$ cat config.mk
export PLATFORM = sky130hd
export DESIGN_NAME = l1i_miss_handler
export DESIGN_NICKNAME = d
export VERILOG_FILES = /design/src/rtl/l1i_miss_handler.sv
export SDC_FILE = /design/constraint.sdc
export NUM_CORES = 2
export LEC_CHECK = 0
export ABC_AREA = 1
export CORE_AREA = 2 2 451 453
export CTS_CLUSTER_DIAMETER = 50
export DETAILED_ROUTE_END_ITERATION = 8
export DIE_AREA = 0 0 453 455
export GPL_ROUTABILITY_DRIVEN = 1
export PLACE_DENSITY_LB_ADDON = 0.12
export SYNTH_ARGS = -nofsm -noshare
export SYNTH_HDL_FRONTEND = slang
export SYNTH_HIERARCHICAL = 1
export SYNTH_SLANG_ARGS = --single-unit
$ cat constraint.sdc
create_clock -name clk -period 8.75 [get_ports clk]
set_input_delay 2.625 -clock clk [delete_from_list [all_inputs] [get_ports clk]]
set_output_delay 2.625 -clock clk [all_outputs]
set_load 0.01 [all_outputs]
$ cat src/rtl/l1i_miss_handler.sv
// l1i_miss_handler: tracks one pending I-cache miss per thread, merges misses
// to the same line, fetches lines from L2 and fills the L1I tag/data arrays.
// Optional feature macro: L1I_MISS_PERF_EN (drives the perf event outputs).
// NUM_THREADS, L1I_WAYS and L1I_SETS are assumed to be powers of two.

module l1i_miss_entry #(
  parameter int NUM_THREADS = 4
) (
  input  logic                   clk,
  input  logic                   reset,
  input  logic                   alloc,
  input  logic                   merge,
  input  logic                   issue,
  input  logic                   free,
  input  logic [31:0]            miss_addr,
  input  logic [NUM_THREADS-1:0] thread_oh,
  output logic                   valid,
  output logic                   issued,
  output logic [31:0]            addr,
  output logic [NUM_THREADS-1:0] bitmap
);
  // Entry state; free wins because a merge into the retiring entry is woken directly
  always_ff @(posedge clk) begin
    if (reset) begin
      valid  <= 1'b0;
      issued <= 1'b0;
      addr   <= '0;
      bitmap <= '0;
    end else if (free) begin
      valid  <= 1'b0;
      issued <= 1'b0;
      bitmap <= '0;
    end else if (alloc) begin
      valid  <= 1'b1;
      issued <= 1'b0;
      addr   <= miss_addr;
      bitmap <= thread_oh;
    end else begin
      if (merge) bitmap <= bitmap | thread_oh;
      if (issue) issued <= 1'b1;
    end
  end
endmodule

module l1i_miss_handler #(
  parameter  int NUM_THREADS = 4,
  parameter  int L1I_WAYS    = 4,
  parameter  int L1I_SETS    = 64,
  localparam int TW          = $clog2(NUM_THREADS),
  localparam int WW          = $clog2(L1I_WAYS),
  localparam int SW          = $clog2(L1I_SETS),
  localparam int TAGW        = 26 - SW
) (
  input  logic                   clk,
  input  logic                   reset,
  input  logic                   ifd_cache_miss,
  input  logic [31:0]            ifd_cache_miss_addr,
  input  logic [TW-1:0]          ifd_cache_miss_thread_idx,
  output logic                   l2_req_valid,
  output logic [31:0]            l2_req_addr,
  input  logic                   l2_req_ready,
  input  logic                   l2_rsp_valid,
  input  logic [31:0]            l2_rsp_addr,
  input  logic [511:0]           l2_rsp_data,
  output logic                   l2i_idata_update_en,
  output logic [WW-1:0]          l2i_idata_update_way,
  output logic [SW-1:0]          l2i_idata_update_set,
  output logic [511:0]           l2i_idata_update_data,
  output logic [L1I_WAYS-1:0]    l2i_itag_update_en_oh,
  output logic [SW-1:0]          l2i_itag_update_set,
  output logic [TAGW-1:0]        l2i_itag_update_tag,
  output logic [NUM_THREADS-1:0] l2i_icache_wake_bitmap,
  output logic                   perf_icache_fill,
  output logic                   perf_icache_miss_merged
);
  typedef struct packed {
    logic [TW-1:0]  idx;
    logic [25:0]    line;
    logic [511:0]   data;
  } rsp_t;

  logic [NUM_THREADS-1:0]                  ent_valid, ent_issued;
  logic [NUM_THREADS-1:0][31:0]            ent_addr;
  logic [NUM_THREADS-1:0][NUM_THREADS-1:0] ent_bitmap;
  logic [NUM_THREADS-1:0] hit_oh, rsp_oh, pend, alloc_oh, issue_oh, free_oh;
  logic [NUM_THREADS-1:0] thread_oh, late_oh;
  logic                   merge_hit, any_free;
  logic [TW-1:0]          rr_ptr, rr_grant, rr_cand, grant, lock_idx, rsp_idx;
  logic                   rr_found, lock_vld, handshake;
  logic                   rsp_take, rsp_vld_q;
  rsp_t                   rsp_q;
  logic [WW-1:0]          victim [L1I_SETS];
  logic [SW-1:0]          upd_set;
  logic [WW-1:0]          upd_way;

  assign thread_oh = NUM_THREADS'(1) << ifd_cache_miss_thread_idx;

  // Per-entry address compare for miss merge, fill lookup and issue eligibility
  always_comb begin
    hit_oh = '0;
    rsp_oh = '0;
    pend   = '0;
    for (int i = 0; i < NUM_THREADS; i++) begin
      hit_oh[i] = ent_valid[i] && (ent_addr[i] == ifd_cache_miss_addr);
      rsp_oh[i] = ent_valid[i] && ent_issued[i] && (ent_addr[i] == l2_rsp_addr);
      pend[i]   = ent_valid[i] && !ent_issued[i];
    end
  end

  assign merge_hit = ifd_cache_miss && |hit_oh;
  assign any_free  = ~&ent_valid;

  // A miss that does not merge takes the lowest-index free entry
  always_comb begin
    alloc_oh = '0;
    for (int i = NUM_THREADS - 1; i >= 0; i--)
      if (!ent_valid[i]) begin
        alloc_oh    = '0;
        alloc_oh[i] = 1'b1;
      end
    if (!ifd_cache_miss || merge_hit) alloc_oh = '0;
  end

  // Encode the entry matched by the incoming fill
  always_comb begin
    rsp_idx = '0;
    for (int i = 0; i < NUM_THREADS; i++)
      if (rsp_oh[i]) rsp_idx = TW'(i);
  end

  // A response matching no entry (e.g. issued before a reset) is dropped
  assign rsp_take = l2_rsp_valid && |rsp_oh;

  // Round-robin pick among unissued entries starting at the pointer
  always_comb begin
    rr_grant = rr_ptr;
    rr_found = 1'b0;
    rr_cand  = rr_ptr;
    for (int k = 0; k < NUM_THREADS; k++) begin
      rr_cand = rr_ptr + TW'(k);
      if (!rr_found && pend[rr_cand]) begin
        rr_found = 1'b1;
        rr_grant = rr_cand;
      end
    end
  end

  // A stalled request stays locked so its address cannot change under backpressure
  assign grant        = lock_vld ? lock_idx : rr_grant;
  assign l2_req_valid = lock_vld || rr_found;
  assign l2_req_addr  = l2_req_valid ? ent_addr[grant] : '0;
  assign handshake    = l2_req_valid && l2_req_ready;
  assign issue_oh     = handshake ? (NUM_THREADS'(1) << grant) : '0;

  // Issue pointer and stall lock
  always_ff @(posedge clk) begin
    if (reset) begin
      rr_ptr   <= '0;
      lock_vld <= 1'b0;
      lock_idx <= '0;
    end else if (handshake) begin
      rr_ptr   <= grant + TW'(1);
      lock_vld <= 1'b0;
    end else if (l2_req_valid) begin
      lock_vld <= 1'b1;
      lock_idx <= grant;
    end
  end

  // Register the fill; the array update happens the following cycle
  always_ff @(posedge clk) begin
    if (reset) begin
      rsp_vld_q <= 1'b0;
      rsp_q     <= '0;
    end else begin
      rsp_vld_q <= rsp_take;
      if (rsp_take) rsp_q <= '{idx: rsp_idx, line: l2_rsp_addr[31:6], data: l2_rsp_data};
    end
  end

  assign upd_set = rsp_q.line[SW-1:0];
  assign upd_way = victim[upd_set];
  assign free_oh = rsp_vld_q ? (NUM_THREADS'(1) << rsp_q.idx) : '0;
  // A miss to the retiring line in the update cycle is woken instead of stored
  assign late_oh = (ifd_cache_miss && hit_oh[rsp_q.idx]) ? thread_oh : '0;

  assign l2i_idata_update_en    = rsp_vld_q;
  assign l2i_idata_update_way   = rsp_vld_q ? upd_way : '0;
  assign l2i_idata_update_set   = rsp_vld_q ? upd_set : '0;
  assign l2i_idata_update_data  = rsp_vld_q ? rsp_q.data : '0;
  assign l2i_itag_update_en_oh  = rsp_vld_q ? (L1I_WAYS'(1) << upd_way) : '0;
  assign l2i_itag_update_set    = rsp_vld_q ? upd_set : '0;
  assign l2i_itag_update_tag    = rsp_vld_q ? rsp_q.line[25 -: TAGW] : '0;
  assign l2i_icache_wake_bitmap = rsp_vld_q ? (ent_bitmap[rsp_q.idx] | late_oh) : '0;

  // Per-set victim way rotates on every fill to that set
  always_ff @(posedge clk) begin
    if (reset) begin
      for (int s = 0; s < L1I_SETS; s++) victim[s] <= '0;
    end else if (rsp_vld_q) begin
      victim[upd_set] <= upd_way + WW'(1);
    end
  end

  for (genvar i = 0; i < NUM_THREADS; i++) begin : g_ent
    l1i_miss_entry #(.NUM_THREADS(NUM_THREADS)) u_ent (
      .clk       (clk),
      .reset     (reset),
      .alloc     (alloc_oh[i]),
      .merge     (ifd_cache_miss && hit_oh[i]),
      .issue     (issue_oh[i]),
      .free      (free_oh[i]),
      .miss_addr (ifd_cache_miss_addr),
      .thread_oh (thread_oh),
      .valid     (ent_valid[i]),
      .issued    (ent_issued[i]),
      .addr      (ent_addr[i]),
      .bitmap    (ent_bitmap[i])
    );
  end

`ifdef L1I_MISS_PERF_EN
  assign perf_icache_fill        = rsp_vld_q;
  assign perf_icache_miss_merged = merge_hit;
`else
  assign perf_icache_fill        = 1'b0;
  assign perf_icache_miss_merged = 1'b0;
`endif

  // One outstanding miss per thread guarantees a free entry; fills match at most one entry
  a_alloc_free : assert property (@(posedge clk) disable iff (reset)
    (ifd_cache_miss && !merge_hit) |-> any_free);
  a_rsp_unique : assert property (@(posedge clk) disable iff (reset)
    l2_rsp_valid |-> $onehot0(rsp_oh));

endmodule

# [After elaboration in Yosys (flattened, before gate mapping)]
# Memory sizes are Yosys's and may differ from the RTL's. A register that Yosys moved wholly into a read port is not among the register bits.
# Index checks and enable logic that the tools add are counted.
[word_totals] register_bits=698 latchBits=0 mem_bits_rw=128 mem_bits_ro=0 inputBits=583 out_inout_bits=590 word_cells=173 memories=1
[classes] add_sub_neg=5 mul=0 div_mod_pow=0 magnitude_cmp=6 eq_ne=8 n_shift=4 n_mux=58 n_bitwise=10 reduce_logical=58
[memory_table] memory="victim" words=64 width=2 rd=1 rd_ports_with_merged_regs=1 write_ports=64 line_no="92" source="logic [WW-1:0] victim [L1I_SETS];"
[op_table] cell="$mux W512" n=1
[op_table] cell="$eq A32 B32 Y1" n=8
[op_table] cell="$mux W4" n=19
[op_table] cell="$bmux W32 S2" n=1
[op_table] cell="$mux W32" n=2
[op_table] cell="$logic_and A1 B1 Y1" n=27
[op_table] cell="$mux W6" n=4
[op_table] cell="$mux W20" n=1
[op_table] cell="$or A4 B4 Y4" n=5
[op_table] cell="$lt A2 B3 Y1 const B" n=6
[op_table] cell="$mux W1" n=16
[op_table] cell="$mux W2" n=8
[op_table] cell="$shl A1 B2 Y4 const A" n=4
[op_table] cell="$reduce_or A2 Y1" n=6
[op_table] cell="$reduce_or A3 Y1" n=4
[op_table] cell="$bmux W1 S2" n=5
[op_table] cell="$reduce_and A2 Y1" n=5
[op_table] cell="$bmux W4 S2" n=1
[op_table] cell="$logic_not A1 Y1" n=8
[op_table] cell="$reduce_bool A2 Y1" n=4
[op_table] cell="$reduce_or A4 Y1" n=2
[op_table] cell="$add A2 B1 Y2 const B" n=3
[op_table] cell="$not A1 Y1" n=5
[op_table] cell="$add A2 B2 Y2 const B" n=2
[op_table] cell="$logic_or A1 B1 Y1" n=2

# [Longest topological paths before layout]
[depth] word_depth=18 ltp_mapped=22 depth_no_buf=19

# [Hierarchy]
# The synthesis kept the hierarchy.
[modules_own_cells] mod="l1i_miss_handler" instances=1 cells_per_inst=7005 area_each_um2=40928.0 seq_area_each_um2=14894.3
[modules_own_cells] mod="l1i_miss_entry" instances=4 cells_per_inst=234 area_each_um2=1582.8 seq_area_each_um2=760.7

# [Least setup slack after synthesis]
# No wires, ideal clock.
[synth_timing] path_kind="input -> output" from="input port ifd_cache_miss_addr[26]" to="output port l2i_icache_wake_bitmap[0]" arrival_ns=4.007 required_time_ns=6.125 setup_slack_ns=2.118 path_stages=15 n_path_buf=1 cell_sequence="clkbuf_1 -> inv_1 -> nand2_1 -> nand2_1 -> nor2_1 -> nand2_1 -> nor2_1 -> nand2_1 -> nor2_1 -> nand2_1 -> nand2_1 -> nand2_1 -> nor2_1 -> nand3_1 -> a21oi_1"
[synth_between] elab_chain_len=8 elab_cells_between_ends=14 cone_classes="4 x eq/ne; 4 x mux; 1 x bitwise; 5 x reduce/logical"
[synth_lines] item="start, declared" line_no="57" source="input logic [31:0] ifd_cache_miss_addr,"
[synth_lines] item="$eq A32 B32 Y1" line_no="104" source="hit_oh[i] = ent_valid[i] && (ent_addr[i] == ifd_cache_miss_addr);"
[synth_lines] item="$logic_and A1 B1 Y1" line_no="104"
[synth_lines] item="$bmux W1 S2 (*)" line_no="185" source="assign late_oh = (ifd_cache_miss && hit_oh[rsp_q.idx]) ? thread_oh : '0;"
[synth_lines] item="$mux W1 (implied by the code) (*)" line_no="185"
[synth_lines] item="$logic_and A1 B1 Y1 (*)" line_no="185"
[synth_lines] item="$mux W4 (*)" line_no="185"
[synth_lines] item="$or A4 B4 Y4 (*)" line_no="194" source="assign l2i_icache_wake_bitmap = rsp_vld_q ? (ent_bitmap[rsp_q.idx] | late_oh) : '0;"
[synth_lines] item="$mux W4 (*)" line_no="194"
[synth_lines] item="end, declared" line_no="72" source="output logic [NUM_THREADS-1:0] l2i_icache_wake_bitmap,"
# Mark *: on every way between the ends. The rest lies on a longest branch, timed or not. The select of a mux whose other input is x is not followed.

# [Worst setup path after layout]
[layout_timing] from="input port ifd_cache_miss_addr[12]" to="output port l2i_icache_wake_bitmap[2]"
# The elaborated chain is that of the path after synthesis.

==> results.toml <==
[logic_synthesis]
synthCells = 7941
syn_avg_cell_area_sq_um = 5.951
synth-seq-cells = 832
netlist_area_sq_um = 47260
ys.flop_type = "dfxtp_1"
synthArstFlopShare_pct = 0
yosysSeqAreaShare_pct = 37.96
yosys_warnings = 6
synthDistinctLibCells = 39
synth_edf_count = 128

[sta]
maxSlewHeadroom_pct = 13.11
holdWs_ns = 0.4720
finalSetupTns_ns = 0
period_share_pct = 97.47
min_period_ns = 8.529
maxSlewViolCount = 0
setup_slack_ns = 0.2211
tightest_slew_ns = 1.303
finalHoldViolCount = 0
clock.fmax_mhz = 117.2
finalSetupViolations = 0
skew_ns = 0.03539
rsz0062_at_grt = "no"

[finish]
fillers = 22700
layout-drive-gt1-share_pct = 4.878
layout_commonest_cell = "nand2_1"
fin_cells = 11760
final_cell_mix = "nand2_1 (2117), nor2_1 (1813), inv_1 (1399), clkdlybuf4s50_1 (1169), nand3_1 (838)"
synthToLayoutAreaGrowth_pct = 41.30
nets = 9531

[floorplanning]
io_pins = 1173
die_area_sq_um = 206100
core_sq_um = 201300
fp.dieH_microns = 455
initial_core_util_pct = 23.48
dieWidth_microns = 453
rows = 165

[placement]
post-place-ws_ns = 0.3567
port_buffers = 1170
place_congestion = 0.9599
dpl.cell_count = 11460
dp.final_hpwl_microns = 223500

[route]
ant_nets = 0
remaining_drc_errors = 0
viasPerCell = 4.554
wl_per_cell_microns = 24.67
num_vias = 53560
drt_wl_total_microns = 290200
drtPass1Iterations = 6
drtIter0Drc = 4796

[clock_network]
cts_made_buffers = 151
holdBufCountCts = 0
clock_latency_ns = 0.79
cts_tree = "built"
cts-root-buf = "clkbuf_16"
clkTransAtPathRegs_ns = 0.05
cts_setup_buffers = 0
cts_resized = 0
clock-sinks = 832
htree_levels = 4
clock_path_buffers = 3

[status]
status = "finished, final reports clean"

[job]
max-cap-violations = 0

[setup_path]
worstPathMaxFanout = 7
r2r-start = "g_ent[1].u_ent/addr[2]"
startpoint = "ifd_cache_miss_addr[12]"
timing.rr.end = "g_ent[1].u_ent/addr[3]"
crit_path_end_kind = "output port"
crit_arrival_ns = 5.90
reg2reg_depth = 15
worstPathRequired_ns = 6.12
critPathCapture = "l2i_icache_wake_bitmap[2]"
rrSetupSlack_ns = 4.40
crit_type = "primary input to output port"
start_kind = "primary input"

[power]
p_clk_share_pct = 47.4
peakVddDrop_v = 0.0002823
power_density_nw_per_um2 = 193.7
total_power_mw = 12.93
p_seq_share_pct = 31.4
internal_power_mw = 8.831
share_comb_of_total_power_pct = 21.2
leakage_nw = 32.98
switchingPower_mw = 4.103
sw_frac_of_total_pct = 31.72

[global_route]
grt_pass1_wl_microns = 397400
grt_pass1_vias = 50450
antenna_found_initial = 72
grt_use_total_pct = 26.93
grt_max_degree = 179
overflow = 0

[worst_hold_path]
hp-class = "register to register"
## per-stage QoR
step,area [sq um],utilization (%)
finish,66780,33.17
global route,66760,33.17
CTS,66710,33.14
detailed placement,61500,30.55
global placement,61500,30.55
floorplan,47260,-
## cell usage after synthesis (all sizes together) (3+ instances only)
cell | n | area share [%]
o22ai | 32 | 0.42
nand3 | 840 | 8.9
xor2 | 38 | 0.70
a22o | 4 | 0.074
ha | 8 | 0.21
nor2 | 1825 | 15
o21ai | 104 | 1.1
nor3 | 43 | 0.46
nand2 | 2121 | 17
xnor2 | 41 | 0.76
o211ai | 9 | 0.14
clkbuf | 204 | 1.6
buf | 249 | 2.7
dfxtp | 704 | 30
or2 | 7 | 0.093
nand3b | 14 | 0.22
a21oi | 20 | 0.21
nor4 | 14 | 0.19
nand4 | 72 | 0.95
o221ai | 8 | 0.15
o21a | 6 | 0.095
edfxtp | 128 | 8.1
nor3b | 3 | 0.048
inv | 1434 | 11
a221oi | 4 | 0.074
## sequential cells by signal, summed over array words and instances (netlist names), named ones only
name / flops
g_ent.u_ent/addr: 128
g_ent.u_ent/bitmap: 16
g_ent.u_ent/issued: 4
g_ent.u_ent/valid: 4
l2i_idata_update_en: 1
lock_idx: 2
lock_vld: 1
rr_ptr: 2
rsp_q: 540
victim: 128
## cells by family (layout without fill, tap and decap cells)
| logic type | after synthesis | count (layout) | share of synthesized area, % |
|---|---|---|---|
| buffers and inverters | 1889 | 3009 | 15.71 |
| XOR/XNOR | 79 | 79 | 1.464 |
| other | 1 | 30 | 0.007935 |
| adder cells (fa/ha/maj) | 8 | 8 | 0.2118 |
| AND/OR/NAND/NOR | 4940 | 4940 | 42.29 |
| flip-flops | 832 | 832 | 37.96 |
| AO/OA/AOI/OAI | 192 | 192 | 2.356 |
## cell type report
class | instances | area, sq um | share of cell area [%]
repair buffers | 1298 | 12860 | 19.27
clock buffers | 194 | 4223 | 6.324
well taps | 2672 | 3343 | 5.007
clock inverters | 81 | 980.9 | 1.469
flip-flops and latches | 832 | 17940 | 26.87
multi-input cells | 5221 | 21950 | 32.88
diodes | 28 | 70.07 | 0.1049
inverters | 1436 | 5398 | 8.083
## worst min path at each step
stage,start,endpoint,cells past startpoint
after floorplan,g_ent[1].u_ent/valid,g_ent[1].u_ent/valid,1
after global placement,rsp_q[315],rsp_q[315],2
after detailed placement,g_ent[3].u_ent/bitmap[3],g_ent[3].u_ent/bitmap[3],2
after CTS,g_ent[3].u_ent/bitmap[3],g_ent[3].u_ent/bitmap[3],2
after global routing,g_ent[3].u_ent/bitmap[3],g_ent[3].u_ent/bitmap[3],2
final,g_ent[0].u_ent/bitmap[0],g_ent[0].u_ent/bitmap[0],2
## power by group through the flow
stage          combinational (mW)  clock (mW)  sequential, mW
6_report                     2.74        6.13            4.06
5_1_grt                      2.93        6.45            4.06
4_1_cts                      2.72        6.27            4.05
3_5_place_dp                 2.70           0            4.13
3_3_place_gp                 2.71           0            4.13
2_1_floorplan                1.35           0            4.07
## worst max-delay path, cell delays in order
cell and delay [ns]:
clkdlybuf4s50_1 0.93, xnor2_1 0.19, nand2_1 0.08, nor2_1 0.10, nand3b_1 0.22, nor2_1 0.32
nand2_1 0.15, a21oi_1 0.28, buf_4 0.19, nand3_1 0.07, a21oi_1 0.18, clkdlybuf4s50_1 0.56
## layer usage
layer,routed length [microns],global-route usage (%)
met1,126700,35.13
met2,136000,44.01
met3,19510,5.975
met4,7968,8.464
met5,26,0
Power figures use the tool's default switching activity.
